### src/rtl/vend_ctrl_pkg.sv
// vend_ctrl_pkg
//   Shared definitions for the vending transaction controller: the state
//   encoding that the display block decodes, default item prices, the
//   default DONE dwell time and the coin-value helper.
package vend_ctrl_pkg;

  typedef enum logic [1:0] {
    S_IDLE   = 2'b00,
    S_SELECT = 2'b01,
    S_PAY    = 2'b10,
    S_DONE   = 2'b11
  } state_e;

  localparam logic [7:0]  PRICE0_DEF   = 8'd3;
  localparam logic [7:0]  PRICE1_DEF   = 8'd5;
  localparam logic [7:0]  PRICE2_DEF   = 8'd10;
  localparam logic [7:0]  PRICE3_DEF   = 8'd20;
  localparam int unsigned DONE_CYC_DEF = 500;

  localparam logic [8:0] COIN1_VAL  = 9'd1;
  localparam logic [8:0] COIN10_VAL = 9'd10;

  // Value of the coins that arrived this cycle; both together add 11.
  function automatic logic [8:0] coin_sum(input logic c1, input logic c10);
    coin_sum = (c1 ? COIN1_VAL : 9'd0) + (c10 ? COIN10_VAL : 9'd0);
  endfunction

endpackage

### src/rtl/vend_ctrl_btn_edge.sv
// vend_ctrl_btn_edge
//   Single-bit rising-edge detector for a raw button/coin level.
//   Ports:
//     clk_i   in  1  clock
//     rst_i   in  1  synchronous active-high reset (previous level -> 0)
//     lvl_i   in  1  raw level
//     rise_o  out 1  high in the cycle where lvl_i is 1 and was 0 last cycle
//   Because the stored level resets to 0, a level held high through reset
//   produces exactly one pulse once reset is released.
module vend_ctrl_btn_edge (
  input  logic clk_i,
  input  logic rst_i,
  input  logic lvl_i,
  output logic rise_o
);

  logic prev_q;

  always_ff @(posedge clk_i) begin
    if (rst_i) prev_q <= 1'b0;
    else       prev_q <= lvl_i;
  end

  assign rise_o = lvl_i & ~prev_q;

endmodule

### src/rtl/vend_ctrl.sv
// vend_ctrl
//   Vending front-panel transaction controller. Edge-detects the raw panel
//   inputs, runs the session FSM, keeps the saturating credit register,
//   selects the item price, debits on confirm, refunds on cancel and times
//   out of DONE after DONE_CYC cycles.
//   Ports:
//     clk_N        in   1  clock, rising edge
//     rst          in   1  synchronous reset, active-high
//     start_btn    in   1  start session (level)
//     coin1        in   1  +1 unit coin (level)
//     coin10       in   1  +10 unit coin (level)
//     sel          in   2  item index, taken on sel_btn rising edge
//     sel_btn      in   1  latch item selection (level)
//     confirm_btn  in   1  confirm purchase (level)
//     cancel_btn   in   1  abort and refund (level)
//     state        out  2  00 IDLE, 01 SELECT, 10 PAY, 11 DONE
//     cost         out  8  price of selected item, 0 = none
//     left         out  8  current credit
//     press        out  1  1-cycle pulse, purchase accepted
//     cancel_flag  out  1  1-cycle pulse, session cancelled
//     refund       out  8  credit returned at the last cancel
//     short_pay    out  1  1-cycle pulse, confirm rejected
module vend_ctrl
  import vend_ctrl_pkg::*;
#(
  parameter logic [7:0]  PRICE0   = PRICE0_DEF,
  parameter logic [7:0]  PRICE1   = PRICE1_DEF,
  parameter logic [7:0]  PRICE2   = PRICE2_DEF,
  parameter logic [7:0]  PRICE3   = PRICE3_DEF,
  parameter int unsigned DONE_CYC = DONE_CYC_DEF
) (
  input  logic       clk_N,
  input  logic       rst,
  input  logic       start_btn,
  input  logic       coin1,
  input  logic       coin10,
  input  logic [1:0] sel,
  input  logic       sel_btn,
  input  logic       confirm_btn,
  input  logic       cancel_btn,
  output logic [1:0] state,
  output logic [7:0] cost,
  output logic [7:0] left,
  output logic       press,
  output logic       cancel_flag,
  output logic [7:0] refund,
  output logic       short_pay
);

  localparam int TW = $clog2(DONE_CYC);
  localparam logic [TW-1:0] T_LAST = TW'(DONE_CYC - 1);

  localparam int E_START   = 0;
  localparam int E_COIN1   = 1;
  localparam int E_COIN10  = 2;
  localparam int E_SEL     = 3;
  localparam int E_CONFIRM = 4;
  localparam int E_CANCEL  = 5;

  logic [5:0] lvl;
  logic [5:0] rise;

  assign lvl = {cancel_btn, confirm_btn, sel_btn, coin10, coin1, start_btn};

  for (genvar g = 0; g < 6; g++) begin : g_edge
    vend_ctrl_btn_edge u_edge (
      .clk_i  (clk_N),
      .rst_i  (rst),
      .lvl_i  (lvl[g]),
      .rise_o (rise[g])
    );
  end

  // Credit never wraps: the 9-bit sum clamps at 8'hFF.
  function automatic logic [7:0] sat_add(input logic [7:0] a, input logic [8:0] b);
    logic [8:0] s;
    s = {1'b0, a} + b;
    sat_add = s[8] ? 8'hFF : s[7:0];
  endfunction

  function automatic logic [7:0] price_of(input logic [1:0] idx);
    unique case (idx)
      2'd0:    price_of = PRICE0;
      2'd1:    price_of = PRICE1;
      2'd2:    price_of = PRICE2;
      default: price_of = PRICE3;
    endcase
  endfunction

  state_e          state_q, state_d;
  logic [7:0]      cost_q, cost_d;
  logic [7:0]      left_q, left_d;
  logic [7:0]      refund_q, refund_d;
  logic            press_q, press_d;
  logic            cancel_q, cancel_d;
  logic            short_q, short_d;
  logic [TW-1:0]   timer_q, timer_d;
  logic [7:0]      credit;

  // Only the highest-priority event acts in a cycle:
  // cancel > confirm > sel > coins. Coins are dropped whenever a
  // higher-priority button fires in the same cycle.
  always_comb begin
    state_d  = state_q;
    cost_d   = cost_q;
    left_d   = left_q;
    refund_d = refund_q;
    timer_d  = timer_q;
    press_d  = 1'b0;
    cancel_d = 1'b0;
    short_d  = 1'b0;
    credit   = sat_add(left_q, coin_sum(rise[E_COIN1], rise[E_COIN10]));

    if (state_q == S_IDLE) begin
      if (rise[E_START]) state_d = S_SELECT;
    end else if (rise[E_CANCEL]) begin
      refund_d = left_q;
      left_d   = 8'd0;
      cost_d   = 8'd0;
      cancel_d = 1'b1;
      state_d  = S_IDLE;
    end else if (rise[E_CONFIRM]) begin
      if (state_q == S_PAY) begin
        if (cost_q != 8'd0 && left_q >= cost_q) begin
          left_d  = left_q - cost_q;
          press_d = 1'b1;
          state_d = S_DONE;
          timer_d = '0;
        end else begin
          short_d = 1'b1;
        end
      end else if (state_q == S_DONE) begin
        state_d = S_PAY;
      end
    end else if (rise[E_SEL]) begin
      cost_d  = price_of(sel);
      state_d = S_PAY;
    end else begin
      left_d = credit;
      if (state_q == S_DONE) begin
        // Timeout decision uses the credit including this cycle's coins.
        if (timer_q == T_LAST) begin
          if (credit != 8'd0) begin
            state_d = S_SELECT;
          end else begin
            state_d = S_IDLE;
            cost_d  = 8'd0;
          end
        end else begin
          timer_d = timer_q + TW'(1);
        end
      end
    end
  end

  always_ff @(posedge clk_N) begin
    if (rst) begin
      state_q  <= S_IDLE;
      cost_q   <= 8'd0;
      left_q   <= 8'd0;
      refund_q <= 8'd0;
      press_q  <= 1'b0;
      cancel_q <= 1'b0;
      short_q  <= 1'b0;
      timer_q  <= '0;
    end else begin
      state_q  <= state_d;
      cost_q   <= cost_d;
      left_q   <= left_d;
      refund_q <= refund_d;
      press_q  <= press_d;
      cancel_q <= cancel_d;
      short_q  <= short_d;
      timer_q  <= timer_d;
    end
  end

  assign state       = state_q;
  assign cost        = cost_q;
  assign left        = left_q;
  assign refund      = refund_q;
  assign press       = press_q;
  assign cancel_flag = cancel_q;
  assign short_pay   = short_q;

endmodule

### config.mk
export PLATFORM = sky130hd
export DESIGN_NAME = vend_ctrl
export DESIGN_NICKNAME = d
export VERILOG_FILES = /design/src/rtl/vend_ctrl_pkg.sv /design/src/rtl/vend_ctrl_btn_edge.sv /design/src/rtl/vend_ctrl.sv
export SDC_FILE = /design/constraint.sdc
export NUM_CORES = 1
export LEC_CHECK = 0
export CAP_MARGIN = 20
export CORE_MARGIN = 1
export CORE_UTILIZATION = 40
export CTS_BUF_LIST = sky130_fd_sc_hd__clkbuf_4
export DETAILED_ROUTE_END_ITERATION = 10
export PLACE_DENSITY_LB_ADDON = 0.05
export RECOVER_POWER = 50
export SYNTH_ARGS = -nofsm -noshare
export SYNTH_HDL_FRONTEND = slang
export SYNTH_HIERARCHICAL = 1
export SYNTH_SLANG_ARGS = --single-unit
### constraint.sdc
create_clock -name clk_N -period 3.1 [get_ports clk_N]
set_input_delay 0.31 -clock clk_N [delete_from_list [all_inputs] [get_ports clk_N]]
set_output_delay 0.31 -clock clk_N [all_outputs]
set_load 0.02 [all_outputs]
==> reports/metrics.csv <==
stage,metric,value,unit
status,status,finished with violations,
status,failing checks,"capacitance limit, slew limit",
worst_setup_path,reg2reg path depth,9,
yosys,"Avg Cell Area, Syn",8.67,µm²
power,Max IR drop VDD,0.228,mV
worst_setup_path,worst reg2reg endpoint,left[2],
timing,Slew Limit Fails,26,
clock_network,H-tree lvl count,2,
worst_setup_path,startpoint types,input port,
finish,layout cells sized above 1,11.4,%
timing,top achievable clock speed,367,MHz
drt,drt drc,0,
worst_setup_path,crit path kind,input port to flop,
clock_network,post-CTS setup buffers,0,
worst_setup_path,crit-path max FO,16,
floorplan,height of the die,81.4,µm
power,clock share of power,25.5,%
timing,Slew HR,-12.0,%
finish,"commonest cells after routing, fill and taps aside","41 x dfxtp_1, 28 x nor2_1, 23 x a21oi_1, 18 x dlygate4sd3_1, 17 x clkdlybuf4s50_1",
worst_setup_path,Worst Path Required,3390,ps
worst_setup_path,reg2reg setup slack,440,ps
drt,drt wl/cell,14.6,µm
floorplan,die width,81.4,µm
power,Seq pwr share,53.0,%
global_route,initial antenna violation count,0,
floorplan,Die ar.,6630,µm²
floorplan,Initial Utilization,42.1,%
finish,final instance area,2960,µm²
global_route,vias in the first global route,1995,
yosys,#FFs+latches synth,41,
worst_setup_path,crit path DAT,3010,ps
timing,final setup fails,0,
power,Net Sw Frac,30.5,%
clock_network,later-pin clock latency in the skew report,350,ps
finish,Total Nets Final,344,
worst_setup_path,CP Buf/Inv Count,1,
worst_setup_path,worst r2r src,left[0],
global_route,largest net degree at the start of global routing,26,
clock_network,CTS resizes,0,
power,Total Power,1050,µW
worst_setup_path,endpoint class of the critical path,flop,
yosys,area share of the largest cell type after synthesis,32.5,%
placement,Placed Instance Area,2910,µm²
finish,final std cells w/o fill,399,
clock_network,Max clock buf depth,2,
worst_setup_path,critical path's slowest cell,nor2b_1,
clock_network,CTS tree,yes,
finish,P&R area growth vs syn,17.3,%
global_route,first-pass GRT wire length,9600,µm
worst_setup_path,critical path's largest stage delay,740,ps
yosys,mapped cell area,2520,µm²
power,Pwr Density,356,nW/µm²
clock_network,CTS sink cnt,41,
power,Internal,732,µW
power,Comb pwr share,21.4,%
yosys,"Top FF cell, synth",dfxtp_1,
min_path,hold_sp,refund[7],
finish,# diodes,0,
drt,initial DRC count,97,
timing,Final Hold Fails,0,
timing,setup TNS,0,ps
yosys,count of cell types in the netlist,62,
timing,fin crit share,87.9,%
finish,"commonest non-fill, non-tap cell in the layout",dfxtp_1,
clock_network,hold_buf cts,0,
yosys,number of flops mapped to enable cells by yosys,0,
min_path,hold worst-path end,refund[7],
placement,GP Congestion,0.863,
yosys,post-synthesis sequential area ratio,32.5,%
drt,Vias,2231,
worst_setup_path,crit-path cells,clkdlybuf4s50_1 > nor2b_1 > nand2_1 > nor3b_4 > a21oi_4 > or4_1 > a21oi_1,
yosys,Synth area leaders,"dfxtp_1 33%, nor2b_4 6.5%, a21oi_1 4.6%",
timing,RSZ-0062 raised after global routing,no,
yosys,Post-Syn Instances,291,
power,P_leak,0.00113,µW
min_path,Hold WC Path Type,flop to flop,
drt,Via density,5.59,
timing,Worst-Margin Slew,1680,ps
global_route,GR Util All Layers,19.1,%
drt,total routed wirelength,5820,µm
clock_network,CTS buffer count,5,
clock_network,clk root buf,clkbuf_4,
flow_run,max-cap violations,1,
drt,Initial DRT Pass Iterations,4,
placement,Final HPWL DP,4330,µm
timing,clk_skew,7.64,ps
drt,Post-DRT Antenna Nets,0,
floorplan,Core Box Area,5990,µm²
placement,Port-buffer cells,35,
yosys,async set-reset flop share out of synthesis,0,%
floorplan,Cell Rows,28,
timing,Hold Slack,491,ps
floorplan,I/O pins,39,
min_path,Worst Hold Path Cells,2,
global_route,gr ovfl total,0,
yosys,yosys warns,6,
worst_setup_path,Crit path max-delay family,simple AND/OR/NAND/NOR gates,
power,net switching power,321,µW
timing,min Tclk post-route,2730,ps
placement,placed insts,390,
clock_network,Worst-path clk slew,120,ps
yosys,Synth area leader,dfxtp_1,
-- worst reg2reg max path, cell delays in order, from the launching register on --
cell,delay (ps)
dfxtp_1,410
inv_1,90
ha_1,210
fa_1,400
nand2b_1,170
a21oi_1,300
o21a_4,250
a41o_4,340
o21ai_0,160
a221oi_2,230
-- synth_stat cells (all sizes together), types with 3 or more instances --
cell and count:
dfxtp 41, nor2 28, a21oi 24, nand2 16, nand3 16, inv 14
nor2b 13, o21ai 13, buf 10, ha 9, nand2b 9, clkbuf 7
nor3 7, o22ai 7, nand4 6, mux2i 5, or3 5, xnor2 5
nor4 4, o31ai 4, a31oi 3, and2 3, nand4b 3, o2111ai 3
o211ai 3, xor2 3
-- per-layer routing --
metal / GRT usage, % / vias to the layer above / routed length [µm]
met1: 27.1 / 1038 / 2940
met2: 28.1 / 70 / 2500
li1: - / 1110 / -
met3: 3.56 / 13 / 261
met5: 0 / - / 0
met4: 7.86 / 0 / 114
-- cell families after synthesis --
kind of cell	Yosys count	share of synthesized area, %
adder cells (fa/ha/maj)	12	6.45
other	1	0.149
AO/OA/AOI/OAI	74	20.4
buffers and inverters	31	5.95
AND/OR/NAND/NOR	119	29.8
multiplexers	5	1.98
XOR/XNOR	8	2.78
flip-flops	41	32.5
-- how the worst max path moves through the flow --
stage / startpoint / end / slack (ps) / cells after the start
floorplan: left[0] / left[2] / 620 / 10
global placement: coin1 / cost[3] / 180 / 11
detailed placement: coin1 / cost[0] / 190 / 11
CTS: left[0] / timer_q[7] / 430 / 9
global route: confirm_btn / timer_q[7] / 140 / 7
finish: confirm_btn / timer_q[7] / 370 / 7
-- registers in the layout, indices dropped and copies added, names as in the netlist --
| signal | count |
|---|---|
| left | 8 |
| g_edge.u_edge/prev_q | 6 |
| press | 1 |
| refund | 8 |
| state | 2 |
| short_pay | 1 |
| cancel_flag | 1 |
| cost | 5 |
| timer_q | 9 |
-- stage by stage --
stage	setup WS [ps]	util, %
after detailed placement	187	48.5
after global placement	177	48.5
after global routing	143	49.4
final	375	49.4
after CTS	427	49.5
after floorplan	619	-
-- power by group through the flow --
stage                     logic (µW)  registers [µW]  clock network [µW]
final                            226             559                 269
after global routing             249             561                 307
after CTS                        227             560                 286
after detailed placement         225             572                   0
after global placement           226             571                   0
after floorplan                  162             571                   0
-- layout make-up --
cell class	count	area [µm²]
sequential	41	821
fill	601	3030
clock inverter	2	10.0
multi-input combinational	221	1550
inverter	14	52.6
clock buffer	6	45.0
timing repair buffer	40	384
tap	75	93.8
(Power assumes the default switching activity.)
